[src/rtl/mdiv.sv]
// Iterative RV32M DIV/DIVU/REM/REMU unit: radix-2 restoring divider on magnitudes.
// Define MDIV_EARLY_OUT_EN to resolve divide-by-zero and signed overflow at acceptance.
module mdiv #(
   parameter int XLEN = 32
) (
   input  logic            clk_i,
   input  logic            rst_i,
   input  logic            start_i,
   input  logic            flush_i,
   input  logic [1:0]      op_i,
   input  logic [XLEN-1:0] data0_i,
   input  logic [XLEN-1:0] data1_i,
   output logic            busy_o,
   output logic            valid_o,
   output logic [XLEN-1:0] data_o
);

`ifdef MDIV_EARLY_OUT_EN
   localparam bit EARLY_OUT = 1'b1;
`else
   localparam bit EARLY_OUT = 1'b0;
`endif

   typedef enum logic [1:0] {IDLE, CALC, FIX, DONE} state_t;

   state_t          state;
   logic [4:0]      count;
   logic [1:0]      op_q;
   logic            neg_a_q, neg_b_q, div_zero_q, ovf_q;
   logic [XLEN-1:0] dividend_q, divisor_q, quo_q, rem_q, res_q;

   // op_i[0] = unsigned, op_i[1] = remainder
   logic            signed_in, a_neg_in, b_neg_in, zero_in, ovf_in, early_in;
   logic [XLEN-1:0] a_mag_in, b_mag_in, special_in;

   assign signed_in = ~op_i[0];
   assign a_neg_in  = signed_in & data0_i[XLEN-1];
   assign b_neg_in  = signed_in & data1_i[XLEN-1];
   assign a_mag_in  = a_neg_in ? -data0_i : data0_i;
   assign b_mag_in  = b_neg_in ? -data1_i : data1_i;
   assign zero_in   = (data1_i == '0);
   assign ovf_in    = signed_in && (data0_i == {1'b1, {(XLEN-1){1'b0}}}) && (data1_i == '1);
   assign early_in  = zero_in | ovf_in;
   assign special_in = op_i[1] ? (zero_in ? data0_i : '0)
                               : (zero_in ? '1 : {1'b1, {(XLEN-1){1'b0}}});

   // One restoring step: the shifted value can need XLEN+1 bits, but the
   // kept remainder is always below the divisor and fits in XLEN bits.
   logic [XLEN:0]   shift_rem;
   logic            ge;
   logic [XLEN-1:0] trial;

   assign shift_rem = {rem_q, quo_q[XLEN-1]};
   assign ge        = (shift_rem >= {1'b0, divisor_q});
   assign trial     = shift_rem[XLEN-1:0] - divisor_q;

   logic [XLEN-1:0] q_fix, r_fix, fix_res;

   assign q_fix = (neg_a_q ^ neg_b_q) ? -quo_q : quo_q;
   assign r_fix = neg_a_q ? -rem_q : rem_q;

   // NOTE: fix_res is assigned first on every pass, so no latch is inferred.
   always_comb begin
      fix_res = op_q[1] ? r_fix : q_fix;
      if (div_zero_q)
         fix_res = op_q[1] ? dividend_q : '1;
      else if (ovf_q)
         fix_res = op_q[1] ? '0 : {1'b1, {(XLEN-1){1'b0}}};
   end

   // NOTE: all registers update with <= so each one samples pre-edge values.
   always_ff @(posedge clk_i or posedge rst_i) begin
      if (rst_i) begin
         state      <= IDLE;
         count      <= '0;
         op_q       <= '0;
         neg_a_q    <= 1'b0;
         neg_b_q    <= 1'b0;
         div_zero_q <= 1'b0;
         ovf_q      <= 1'b0;
         dividend_q <= '0;
         divisor_q  <= '0;
         quo_q      <= '0;
         rem_q      <= '0;
         res_q      <= '0;
         busy_o     <= 1'b0;
         valid_o    <= 1'b0;
         data_o     <= '0;
      end else if (flush_i) begin
         state   <= IDLE;
         busy_o  <= 1'b0;
         valid_o <= 1'b0;
      end else begin
         valid_o <= 1'b0;
         case (state)
            IDLE: begin
               if (start_i) begin
                  op_q       <= op_i;
                  neg_a_q    <= a_neg_in;
                  neg_b_q    <= b_neg_in;
                  div_zero_q <= zero_in;
                  ovf_q      <= ovf_in;
                  dividend_q <= data0_i;
                  quo_q      <= a_mag_in;
                  divisor_q  <= b_mag_in;
                  rem_q      <= '0;
                  count      <= 5'd31;
                  busy_o     <= 1'b1;
                  if (EARLY_OUT && early_in) begin
                     res_q <= special_in;
                     state <= DONE;
                  end else begin
                     state <= CALC;
                  end
               end
            end
            CALC: begin
               rem_q <= ge ? trial : shift_rem[XLEN-1:0];
               quo_q <= {quo_q[XLEN-2:0], ge};
               if (count == 5'd0)
                  state <= FIX;
               else
                  count <= count - 5'd1;
            end
            FIX: begin
               res_q <= fix_res;
               state <= DONE;
            end
            DONE: begin
               // Result becomes visible together with the valid pulse.
               data_o  <= res_q;
               valid_o <= 1'b1;
               busy_o  <= 1'b0;
               state   <= IDLE;
            end
            default: state <= IDLE;
         endcase
      end
   end

endmodule

[config.mk]
export PLATFORM = sky130hd
export DESIGN_NAME = mdiv
export DESIGN_NICKNAME = d
export VERILOG_FILES = /design/src/rtl/mdiv.sv
export SDC_FILE = /design/constraint.sdc
export NUM_CORES = 1
export LEC_CHECK = 0
export BUFFER_PORTS_ARGS = -buffer_cell sky130_fd_sc_hd__buf_2
export CORE_MARGIN = 2
export CORE_UTILIZATION = 40
export DETAILED_ROUTE_END_ITERATION = 8
export GPL_TIMING_DRIVEN = 0
export PLACE_DENSITY = 0.58
export SLEW_MARGIN = 30
export SYNTH_ARGS = -nofsm -noshare
export SYNTH_HDL_FRONTEND = slang
export SYNTH_SLANG_ARGS = --single-unit
[constraint.sdc]
create_clock -name clk_i -period 9.7 [get_ports clk_i]
set_clock_uncertainty 0.15 [all_clocks]
set_input_delay 1.94 -clock clk_i [delete_from_list [all_inputs] [get_ports clk_i]]
set_output_delay 1.94 -clock clk_i [all_outputs]
set_load 0.005 [all_outputs]
# Word-level counts from Yosys, hierarchy flattened
# Index checks and enable logic that the tools add are counted.
[op_classes]
eq_ne = 9
add_sub_neg = 6
n_bitwise = 5
mux = 26
n_reduce_logical = 14
n_lt_le_gt_ge = 1
[op_table]
columns = ["op", "count"]
rows = [
  ["32-bit two-way mux", 12],
  ["32-bit negator", 4],
  ["32-bit case mux with 2 select lines", 2],
  ["32-bit equality test (second input constant)", 2],
  ["33-bit by 32-bit greater-or-equal comparator with 1-bit output", 1],
  ["32-bit logical NOT", 1],
  ["32-bit subtractor", 1],
  ["5-bit two-way mux", 2],
  ["5-bit case mux with 2 select lines", 1],
  ["2-bit case mux with 4 select lines", 1],
  ["2-bit AND reduction", 4],
  ["2-bit two-way mux", 3],
  ["3-bit != test (second input constant)", 2],
  ["3-bit AND reduction", 2],
  ["5-bit logical NOT", 1],
  ["5-bit by 1-bit subtractor with 5-bit output (second input constant)", 1],
  ["2-bit equality test (second input constant)", 2],
  ["1-bit two-way mux", 4],
  ["2-bit != test (second input constant)", 2],
  ["4-bit AND reduction", 1],
  ["3-bit nonzero test", 1],
  ["1-bit bitwise AND", 2],
  ["2-bit by 1-bit equality test with 1-bit output (second input constant)", 1],
  ["1-bit logical AND", 2],
  ["5 further kinds", 6],
]
[totals]
regBits = 207
in_bits = 70
output_inout_bits = 34
elab_cells = 76

# Logic depth before layout (Yosys ltp)
[depth]
word_depth = 5
depth_mapped = 15
mapped_depth_nobuf = 14

# Worst setup path after synthesis
# Ideal clock, no wire load.
[synth_timing]
path_kind = "input to register"
startpoint = "in data0_i[4]"
endpoint = "reg quo_q[28]"
path_buffers = 0
setup_ns = 0.104
setup_slack_ns = 5.747
arrival_ns = 3.699
t_required_ns = 9.446
cell_stages = 7
cell_sequence = "nor4_2 -> and3_1 -> nand3_1 -> nor4_1 -> a21oi_1 -> xnor2_1 -> o311ai_1"
[synth_between]
elab_chain_len = 4
[synth_rtl]
columns = ["item", "line_no", "rtl"]
rows = [
  ["start: declaration", "11", "input logic [XLEN-1:0] data0_i,"],
  ["32-bit negator", "39", "assign a_mag_in = a_neg_in ? -data0_i : data0_i;"],
  ["32-bit two-way mux", "39", ""],
  ["32-bit two-way mux", "97", "if (start_i) begin"],
  ["32-bit case mux with 2 select lines", "95", "case (state)"],
  ["end signal: assignment", "104", "quo_q <= a_mag_in;"],
  ["end signal: assignment", "119", "quo_q <= {quo_q[XLEN-2:0], ge};"],
  ["end: declaration", "30", "logic [XLEN-1:0] dividend_q, divisor_q, quo_q, rem_q, res_q;"],
]
# Every way passes these cells. The select of a mux whose other input is x is not followed.
# A chain may end at the register's enable or synchronous reset.

# Final worst setup path
# Ends and elaborated chain as after synthesis.

==> results summary <==
The worst pin sits at a relative slew slack of 0.468. The xor and xnor area share after synthesis is 0.0975. The number of detailed-route iterations in the first pass is 6. Counting every sink on the clock net gives 206. Dividing the final minimum period by the clock period gives 0.437. The count of final max-slew check failures is 0. The final route contains 12.0k vias. The internal power consumption came out at 0.00268 W.

The post-cts hold buffer count is 0. Of the total synthesized cell area, the portion taken by full adders, half adders and majority gates is 0.0420. The final wirelength is 42300 µm. The count of distinct cell types in the synthesized netlist came out at 71.

Detailed placement finished with a half-perimeter wire length of 33200 µm. The average size of a mapped cell is 8.41 µm². Entering global routing, the biggest net connects 71 pins.

In the post-synthesis netlist, the cell with the most instances is sky130_fd_sc_hd__nand2_1. The synthesis-stage register bit count came out at 206. The post-synthesis net count is 1695. The Yosys step of the flow raised 0 warnings. The initial standard-cell utilization of the core is 0.407. VDD sags by at most 174 µV.

The data required time at the worst endpoint came out at 9.97 ns. TritonCTS built the clock tree. Post-CTS timing repair inserted 0 buffers for setup. The insertion delay of the later-clocked pin in the worst-skew pair came out at 0.53 ns. The post-route minimum period came out at 4.24 ns.

The number of cell instances on the worst register-to-register path came out at 13. The post-cts resize count came out at 0. The finished layout holds 2169 standard cells, fillers aside.

Yosys mapped a number of flops with a built-in enable equal to 0. The tree is rooted in a sky130_fd_sc_hd__clkbuf_16. The count of buffers from port buffering is 102.

For this design the total switching power over the nets is 0.00217 W. The leakage power of the design is 7.06 nW. The run finished with clean final reports. After synthesis, the most frequently instantiated cells are sky130_fd_sc_hd__nand2_1, sky130_fd_sc_hd__dfrtp_1, sky130_fd_sc_hd__o21ai_0. The worst setup path is captured at a flop. The routability congestion estimate came out at 0.950. Along the worst path, the maximum fanout reaches 6. The iteration-0 DRC count of the detailed router came out at 982. The die height came out at 186 µm. After clock tree synthesis, the clock-pin slew on the worst setup and hold paths is 0.06 ns. The combinational fraction of design power came out at 0.492.

The clock passes through at most 3 buffers. The via count of the first global-routing pass is 11.6k. For this run, the total global-route usage over all layers was measured as 0.246. The gate count after technology mapping is 1581.

The cell taking the most area after synthesis is sky130_fd_sc_hd__dfrtp_1. The number of vias per cell came out at 5.55. Including well taps, the total number of placed cells is 2128. After synthesis, the largest family of logic cells by area is compound AO/OA/AOI/OAI gates. The net count reported at finish is 1826.

The number of maximum-capacitance violations came out at 0. The fraction of the core area covered by cells at the end of the flow came out at 0.468. The number of top-level pins is 104. Dividing the detail-routed wire length by the instance count gives 19.5 µm. The core footprint is 32600 µm².

The final hold slack is 0.325 ns. The share of synthesized area in the top cell type comes to 0.388. Setup repair after global routing left no endpoint under its margin. The antenna diode count is 0. The DRC violations left is 0.

The wire length of the first global-routing pass is 65800 µm. The top flip-flop cell by instance count after synthesis is sky130_fd_sc_hd__dfrtp_1. The netlist area before placement came out at 13300 µm².

Once detail routing completed, the nets flagged for antenna violations numbered 0. The width of the die is 186 µm. The sequential fraction of design power is 0.313.

The area enclosed by the die boundary is 34700 µm². For the pin with the worst max-slew slack, the measured transition is 0.791 ns. The synthesis-to-layout area growth came out at 14.8%. The clock buffer count from CTS is 24. The number of H-tree levels is 1.

The number of antenna violations at the first check in global routing came out at 1. The path category of the worst min-delay check is reg -> reg. The proportion of power drawn by the clock network is 0.195.

The site row count is 66. The area fraction in compound gates after synthesis was 0.201. The number of endpoints with negative hold slack in the final report was 0. Ranked by total cell area, the synthesized netlist is headed by sky130_fd_sc_hd__dfrtp_1, sky130_fd_sc_hd__nand2_1, sky130_fd_sc_hd__xnor2_1, sky130_fd_sc_hd__o21ai_0, sky130_fd_sc_hd__a21oi_1.

After synthesis, the share of flip-flops with an asynchronous set or reset is 1.00. The global-route congestion overflow total is 0. Setup total negative slack on the finished layout was measured at 0 ns. Of the synthesized area, sequential elements account for 0.388. The simple-gate portion of the synthesized area came out at 0.183.

The net switching fraction of the power came out at 0.447. The cell count of the worst hold path came out at 2. The kind of launch point of the worst setup path is an input pin.

At the worst endpoint, the arrival time is 4.51 ns. Measured against the total synthesized area, the mux share comes to 0.0454. The kind of critical path is in -> reg. The maximum clock frequency came out at 0.236 GHz. The areal power density over the cells is 317 nW/µm². The fraction of layout instances using a drive strength above 1 came out at 0.118. The final count of negative-setup-slack endpoints is 0.
state kept, by name (all words and copies together), names as in the netlist:
name / count
neg_b_q: 1
quo_q: 32
rem_q: 32
divisor_q: 32
busy_o: 1
ovf_q: 1
count: 5
data_o: 32
res_q: 32
valid_o: 1
op_q: 1
neg_a_q: 1
dividend_q: 32
div_zero_q: 1
state: 2
metal layers:
layer	wire length, µm	vias to the layer above	track usage
met4	1240	2	0.0731
met2	18800	379	0.388
met3	2410	68	0.0323
met5	13	-	0
li1	-	5791	-
met1	19800	5795	0.352
path summary, 6_finish.rpt:
kind	to	slack, ns	from
worst max-delay path	quo_q[28]$_DFFE_PP0P_	5.46	data0_i[4]
worst min-delay path	divisor_q[23]$_DFFE_PP0P_	0.32	divisor_q[23]$_DFFE_PP0P_
worst max register to register	rem_q[1]$_DFFE_PP0P_	5.74	rem_q[11]$_DFFE_PP0P_
worst min register to register	divisor_q[23]$_DFFE_PP0P_	0.32	divisor_q[23]$_DFFE_PP0P_
max in group asynchronous	quo_q[27]$_DFFE_PP0P_	6.98	rst_i
min in group asynchronous	data_o[26]$_DFFE_PP0P_	1.31	rst_i
area by class of cell:
class | count | area, µm²
Inverter | 59 | 229
Timing Repair Buffer | 105 | 571
Multi-Input combinational cell | 1227 | 7570
Buffer | 89 | 354
Fill cell | 3297 | 17400
Tap cell | 442 | 553
Clock inverter | 9 | 139
Sequential cell | 206 | 5150
Clock buffer | 32 | 681
cell families (layout without fill, tap and decap cells):
group	count (synthesis)	after routing
buf+inv	148	294
simple gates	528	528
mux	56	56
xor+xnor	148	148
compound gates	451	451
flops	206	206
fa+ha+maj	44	44
layout by cell type, fill, tap and decap left out, types with 5 or more instances in the layout:
cell,n
sky130_fd_sc_hd__a211oi_1,5
sky130_fd_sc_hd__a21o_1,23
sky130_fd_sc_hd__a21oi_1,127
sky130_fd_sc_hd__a222oi_1,6
sky130_fd_sc_hd__a32oi_1,8
sky130_fd_sc_hd__and2_1,5
sky130_fd_sc_hd__buf_1,7
sky130_fd_sc_hd__buf_2,104
sky130_fd_sc_hd__clkbuf_1,81
sky130_fd_sc_hd__clkbuf_16,24
sky130_fd_sc_hd__clkbuf_8,5
sky130_fd_sc_hd__dfrtp_1,206
sky130_fd_sc_hd__ha_1,43
sky130_fd_sc_hd__inv_1,56
sky130_fd_sc_hd__mux2_2,34
sky130_fd_sc_hd__mux2i_1,22
sky130_fd_sc_hd__nand2_1,273
sky130_fd_sc_hd__nand2b_1,16
sky130_fd_sc_hd__nand3_1,13
sky130_fd_sc_hd__nand4_1,18
sky130_fd_sc_hd__nor2_1,97
sky130_fd_sc_hd__nor2b_1,17
sky130_fd_sc_hd__nor3_1,24
sky130_fd_sc_hd__nor4_1,12
sky130_fd_sc_hd__o211ai_1,5
sky130_fd_sc_hd__o21ai_0,141
sky130_fd_sc_hd__o21ai_1,57
sky130_fd_sc_hd__o22ai_1,13
sky130_fd_sc_hd__o31ai_1,18
sky130_fd_sc_hd__o41ai_1,10
sky130_fd_sc_hd__or3_1,8
sky130_fd_sc_hd__or4_1,10
sky130_fd_sc_hd__xnor2_1,88
sky130_fd_sc_hd__xor2_1,60
per-stage QoR:
step / area, µm² / setup WS [ns] / power (W)
after floorplan: 13300 / 1.99 / 0.00308
after global placement: 14400 / -0.630 / 0.00384
after detailed placement: 14400 / 4.98 / 0.00388
after CTS: 15300 / 5.52 / 0.00483
after global routing: 15300 / 5.16 / 0.00519
final: 15300 / 5.46 / 0.00484
power by group through the flow:
stage	Clock (W)	Sequential, W	Combinational, W
6_report	0.000944	0.00151	0.00238
3_3_place_gp	0	0.00151	0.00233
4_1_cts	0.000960	0.00151	0.00236
5_1_grt	0.000997	0.00155	0.00264
2_1_floorplan	0	0.00139	0.00169
3_5_place_dp	0	0.00152	0.00235
worst max-delay path: stages:
cell and delay (ns):
sky130_fd_sc_hd__buf_2 0.14, sky130_fd_sc_hd__nor4_2 0.53, sky130_fd_sc_hd__and3_1 0.34, sky130_fd_sc_hd__nand3_1 0.28, sky130_fd_sc_hd__nor4_1 0.69, sky130_fd_sc_hd__a21oi_1 0.19
sky130_fd_sc_hd__xnor2_1 0.17, sky130_fd_sc_hd__o311ai_1 0.22
Power figures use the tool's default switching activity.
